### src/rtl/byte_serial_adder_pkg.sv
// Shared types and constants for the byte-serial wide adder.
// Signed overflow reporting is enabled with BYTE_SERIAL_ADDER_OVF_EN.
package byte_serial_adder_pkg;

  localparam int BYTE_W = 8;

  typedef enum logic [1:0] {
    IDLE = 2'd0,
    RUN  = 2'd1,
    DONE = 2'd2
  } bsa_state_t;

  function automatic int bsa_latency(input int n);
    return n + 1;
  endfunction

endpackage

### src/rtl/byte_serial_adder_cla8.sv
// 8-bit carry-lookahead slice; every carry is a flat
// sum of generate/propagate products rather than a ripple chain.
module cla8_slice
  import byte_serial_adder_pkg::*;
(
  input  logic [BYTE_W-1:0] a,
  input  logic [BYTE_W-1:0] b,
  input  logic              ci,
  output logic [BYTE_W-1:0] s,
  output logic              co
);

  logic [BYTE_W-1:0] p;
  logic [BYTE_W-1:0] g;
  logic [BYTE_W:0]   c;
  logic              prod;
  logic              term;

  assign p = a ^ b;
  assign g = a & b;

  // c[i+1] = g[i] | p[i]g[i-1] | ... | p[i..0]ci
  always_comb begin
    c    = '0;
    prod = 1'b0;
    term = 1'b0;
    c[0] = ci;
    for (int i = 0; i < BYTE_W; i++) begin
      prod = p[i];
      term = g[i];
      for (int j = i - 1; j >= 0; j--) begin
        term = term | (prod & g[j]);
        prod = prod & p[j];
      end
      c[i+1] = term | (prod & ci);
    end
  end

  assign s  = p ^ c[BYTE_W-1:0];
  assign co = c[BYTE_W];

endmodule

### src/rtl/byte_serial_adder.sv
// Wide adder processing one byte per clock through a single CLA slice.
// Define BYTE_SERIAL_ADDER_OVF_EN to drive out_ovf with signed overflow.
module byte_serial_adder
  import byte_serial_adder_pkg::*;
#(
  parameter  int NUM_BYTES = 4,
  localparam int W         = BYTE_W * NUM_BYTES
) (
  input  logic         clk,
  input  logic         rst_n,
  input  logic         in_valid,
  output logic         in_ready,
  input  logic [W-1:0] in_a,
  input  logic [W-1:0] in_b,
  input  logic         in_cin,
  output logic         out_valid,
  input  logic         out_ready,
  output logic [W-1:0] out_sum,
  output logic         out_cout,
  output logic         out_ovf,
  output logic         busy
);

  localparam int IW = (NUM_BYTES > 1) ? $clog2(NUM_BYTES) : 1;
  localparam logic [IW-1:0] LAST = IW'(NUM_BYTES - 1);

  bsa_state_t state_q, state_d;

  logic [W-1:0]  a_q, a_d;
  logic [W-1:0]  b_q, b_d;
  logic [W-1:0]  s_q, s_d;
  logic          carry_q, carry_d;
  logic [IW-1:0] idx_q, idx_d;

  logic [BYTE_W-1:0] sl_s;
  logic              sl_co;
  logic              last;

  cla8_slice u_slice (
    .a  (a_q[BYTE_W-1:0]),
    .b  (b_q[BYTE_W-1:0]),
    .ci (carry_q),
    .s  (sl_s),
    .co (sl_co)
  );

  assign last = (idx_q == LAST);

  always_ff @(posedge clk or negedge rst_n) begin
    if (!rst_n) begin
      state_q <= IDLE;
      a_q     <= '0;
      b_q     <= '0;
      s_q     <= '0;
      carry_q <= 1'b0;
      idx_q   <= '0;
    end else begin
      state_q <= state_d;
      a_q     <= a_d;
      b_q     <= b_d;
      s_q     <= s_d;
      carry_q <= carry_d;
      idx_q   <= idx_d;
    end
  end

  always_comb begin
    state_d = state_q;
    a_d     = a_q;
    b_d     = b_q;
    s_d     = s_q;
    carry_d = carry_q;
    idx_d   = idx_q;
    unique case (state_q)
      IDLE: begin
        if (in_valid) begin
          a_d     = in_a;
          b_d     = in_b;
          carry_d = in_cin;
          idx_d   = '0;
          state_d = RUN;
        end
      end
      RUN: begin
        // Sum bytes enter at the top so byte 0 lands at the bottom.
        a_d     = {{BYTE_W{1'b0}}, a_q[W-1:BYTE_W]};
        b_d     = {{BYTE_W{1'b0}}, b_q[W-1:BYTE_W]};
        s_d     = {sl_s, s_q[W-1:BYTE_W]};
        carry_d = sl_co;
        idx_d   = idx_q + 1'b1;
        if (last) state_d = DONE;
      end
      DONE: begin
        if (out_ready) state_d = IDLE;
      end
      default: state_d = IDLE;
    endcase
  end

  assign in_ready  = (state_q == IDLE);
  assign out_valid = (state_q == DONE);
  assign busy      = (state_q == RUN) || (state_q == DONE);
  assign out_sum   = s_q;
  assign out_cout  = carry_q;

`ifdef BYTE_SERIAL_ADDER_OVF_EN
  logic ovf_q, ovf_d;

  always_ff @(posedge clk or negedge rst_n) begin
    if (!rst_n) ovf_q <= 1'b0;
    else        ovf_q <= ovf_d;
  end

  // Top byte MSBs are only in the slice during the final RUN cycle.
  always_comb begin
    ovf_d = ovf_q;
    if (state_q == RUN && last) begin
      ovf_d = (a_q[BYTE_W-1] == b_q[BYTE_W-1]) &&
              (sl_s[BYTE_W-1] != a_q[BYTE_W-1]);
    end
  end

  assign out_ovf = (state_q == DONE) && ovf_q;
`else
  assign out_ovf = 1'b0;
`endif

endmodule

### config.mk
export PLATFORM = sky130hd
export DESIGN_NAME = byte_serial_adder
export DESIGN_NICKNAME = d
export VERILOG_FILES = /design/src/rtl/byte_serial_adder_pkg.sv /design/src/rtl/byte_serial_adder_cla8.sv /design/src/rtl/byte_serial_adder.sv
export SDC_FILE = /design/constraint.sdc
export NUM_CORES = 1
export LEC_CHECK = 0
export ABC_CLOCK_PERIOD_IN_PS = 2400
export CAP_MARGIN = 5
export CORE_MARGIN = 5
export CORE_UTILIZATION = 32
export DETAILED_ROUTE_END_ITERATION = 10
export SLEW_MARGIN = 10
export SYNTH_ARGS = -nofsm -noshare
export SYNTH_HDL_FRONTEND = slang
export SYNTH_SLANG_ARGS = --single-unit
### constraint.sdc
create_clock -name clk -period 2.4 [get_ports clk]
set_clock_uncertainty 0.05 [all_clocks]
set_input_delay 0.48 -clock clk [delete_from_list [all_inputs] [get_ports clk]]
set_output_delay 0.48 -clock clk [all_outputs]
set_load 0.01 [all_outputs]
==> impl_metrics.yaml, run 1 <==
cells_and_area:
  drive_gt1_share_pct: 10.1
  mostFrequentLayoutCells: "clkdlybuf4s50_1, dfrtp_1, nand2_1"
  nets: 614
  final_util_pct: 42.9
  final_common_cell: "clkdlybuf4s50_1"
  antennaDiodeCount: 0
  areaGrowthSynthToFinish_pct: 32.3
synth:
  yosysWarnings: 0
  ys_async_sr_fraction_pct: 100
  synth.distinct_cells: 37
  synth-xor-area-share_pct: 0.373
  synthSimpleGateAreaFrac_pct: 9.33
  syn-cell-area_sq_mm: 0.00470
  yosysTopAreaCell: "dfrtp_1"
  synthAdderAreaFrac_pct: 3.62
  synth_seq_cells: 101
  synth_edf_count: 0
  synth.area.mux_share_pct: 16.9
  synth_nets: 517
  synthCells: 435
  synth_top_area_share_pct: 53.8
  synthTopCellsByArea: "dfrtp_1, mux2i_1, nand2_1"
  synth_compound_gate_area_share_pct: 12.3
  synth_top_family_by_area: "multiplexers"
  avgSynthCellArea_sq_um: 10.8
  synth_seq_area_share_pct: 53.8
  synthFlopType: "dfrtp_1"
critical_path:
  crit_path_end_kind: "output pin"
  required_ns: 1.87
  worstSetupStartpointType: "register"
  critPathMaxStageDelay_ns: 0.57
  crit_fanout: 5
  crit_slowest_cell: "clkdlybuf4s50_1"
  worstPathArrival_ns: 1.70
  crit_chain: "inv_1 -> ha_1 -> clkdlybuf4s50_1"
  worstRegToRegCells: 5
  path_class: "reg -> out"
  timing.rr.end: "out_sum[27]"
  reg2reg_from: "a_q[0]"
  r2r_slack_ns: 0.50
  critPathBufInv: 2
  cpLargestDelayFamily: "buffers and inverters"
cts:
  cts_root_buf: "clkbuf_16"
  clock_latency_ns: 0.34
  cts_resized: 0
  cts.sinks: 101
  htree_num_levels: 3
  numCtsBuffers: 9
  cts_setup_buffers: 0
  cts_tree: "built"
  cts_hold_buf: 0
  path_clk_slew_ns: 0.07
  cts_buffer_depth: 2
power:
  leakage_nw: 2.75
  peakVddDrop_v: 0.000742
  power_density_mw_per_mm2: 1420
global_routing:
  grt_max_degree: 99
  gr-total-overflow: 0
  grt_pass1_vias: 3583
  grt_first_pass_wirelength_mm: 17.6
  antenna_found_initial: 0
  grt_usage_pct: 12.5
routing:
  first_pass_iters: 6
  drt_iter0_drc: 155
  drc: 0
  drt-vias-per-instance: 4.73
  wire_per_inst_um: 14.5
  drtAntennaViolNets: 0
  routed_wl_mm: 10.4
  dr_total_vias: 3399
sta:
  post-route-period-util_pct: 92.8
  relSlewSlack_pct: 54.7
  setup_tns_ns: 0
  layout_min_cycle_time_ns: 2.23
  rsz0062_at_grt: "false"
  max_freq_ghz: 0.449
  setup_viol: 0
  slew_viol_final: 0
  tightest_slew_ns: 0.679
  timing.final.ws_setup_ns: 0.172
  finalHoldViolCount: 0
floorplan:
  dieArea_sq_mm: 0.0172
  die_x_um: 131
  fp.dieH_um: 131
  coreArea_sq_mm: 0.0145
  boundaryPins: 106
  fp-row-count: 44
  initial_core_util_pct: 32.4
place:
  port_buffers: 104
  post-place-ws_ns: 0.335
  hpwl_mm: 7.87
  place_congestion: 0.773
run_status:
  status: "complete, no violations"
hold_path:
  min_path_type: "in -> async"
flow_run:
  max-cap-violations: 0
cell usage after synthesis (all sizes together), types with 4 or more instances:
cell type and instances:
dfrtp 101, nand2 90, o21ai 54, mux2i 48
mux2 28, a21oi 21, buf 18, ha 12
clkbuf 9, inv 8, a211oi 7, nor2 6
a211o 4, a21o 4, nand3 4
where the power goes:
group	switching [W]	internal (W)
registers	0.000528	0.00256
logic	0.00218	0.00217
clock network	0.000604	0.000797
total	0.00331	0.00552
cell type report:
cell class	count	area (sq um)
fill	1398	8270
sequential	101	2530
multi-input combinational	299	2010
timing repair buffer	113	1130
tap	184	230
clock buffer	10	229
clock inverter	4	51.3
inverter	8	30.0
registers in the layout, summed over array words and instances, names as in the netlist:
name / cells
a_q: 32
b_q: 32
out_sum: 32
idx_q: 2
state_q: 2
out_cout: 1
metal layers:
layer	part of all wire (%)	global-route usage (%)
met1	45	15.9
met2	46	19.8
met3	6.7	3.86
met4	2.0	5.14
met5	0	0
metrics by stage:
| stage | hold slack, ns | total power [W] | std cells | cell area [sq um] |
|---|---|---|---|---|
| 5_1_grt | 0.195 | 0.00958 | 719 | 6210 |
| 2_1_floorplan | 0.134 | 0.00607 | 435 | 4700 |
| 4_1_cts | 0.141 | 0.00895 | 719 | 6210 |
| 6_report | 0.122 | 0.00883 | 719 | 6210 |
| 3_3_place_gp | 0.411 | 0.00739 | 705 | 5930 |
| 3_5_place_dp | 0.420 | 0.00752 | 705 | 5930 |
logic make-up after synthesis:
family / Yosys count
AO/OA/AOI/OAI: 98
XOR/XNOR: 2
adder cells (fa/ha/maj): 13
buffers and inverters: 35
flip-flops: 101
multiplexers: 76
other: 1
AND/OR/NAND/NOR: 109
how the worst max path moves through the flow:
stage	startpoint	to	slack (ns)	depth (start not counted)
CTS	state_q[1]	in_ready	0.15	3
global placement	in_valid	state_q[0]	0.38	5
finish	state_q[1]	in_ready	0.17	3
global route	state_q[1]	in_ready	0.08	3
detailed placement	in_valid	state_q[0]	0.33	5
floorplan	a_q[0]	out_sum[27]	0.65	5
worst reg2reg max path, delay by kind of cell, from the launching register on:
family | cells | cell delay, ns
mux | 1 | 0.26
compound gates | 2 | 0.54
flops | 1 | 0.42
xor+xnor | 1 | 0.16
fa+ha+maj | 1 | 0.35
(Power assumes the default switching activity.)
==> inputs of run 2 (changes only) <==
--- a/config.mk
+++ b/config.mk
@@ -6,7 +6,7 @@
 export NUM_CORES = 1
 export LEC_CHECK = 0
 export ABC_CLOCK_PERIOD_IN_PS = 2400
-export CAP_MARGIN = 5
+export CAP_MARGIN = 25
 export CORE_MARGIN = 5
 export CORE_UTILIZATION = 32
 export DETAILED_ROUTE_END_ITERATION = 10
==> results of run 2 <==
Same layout as run 1: the final DEF is identical, and so are final timing and power.
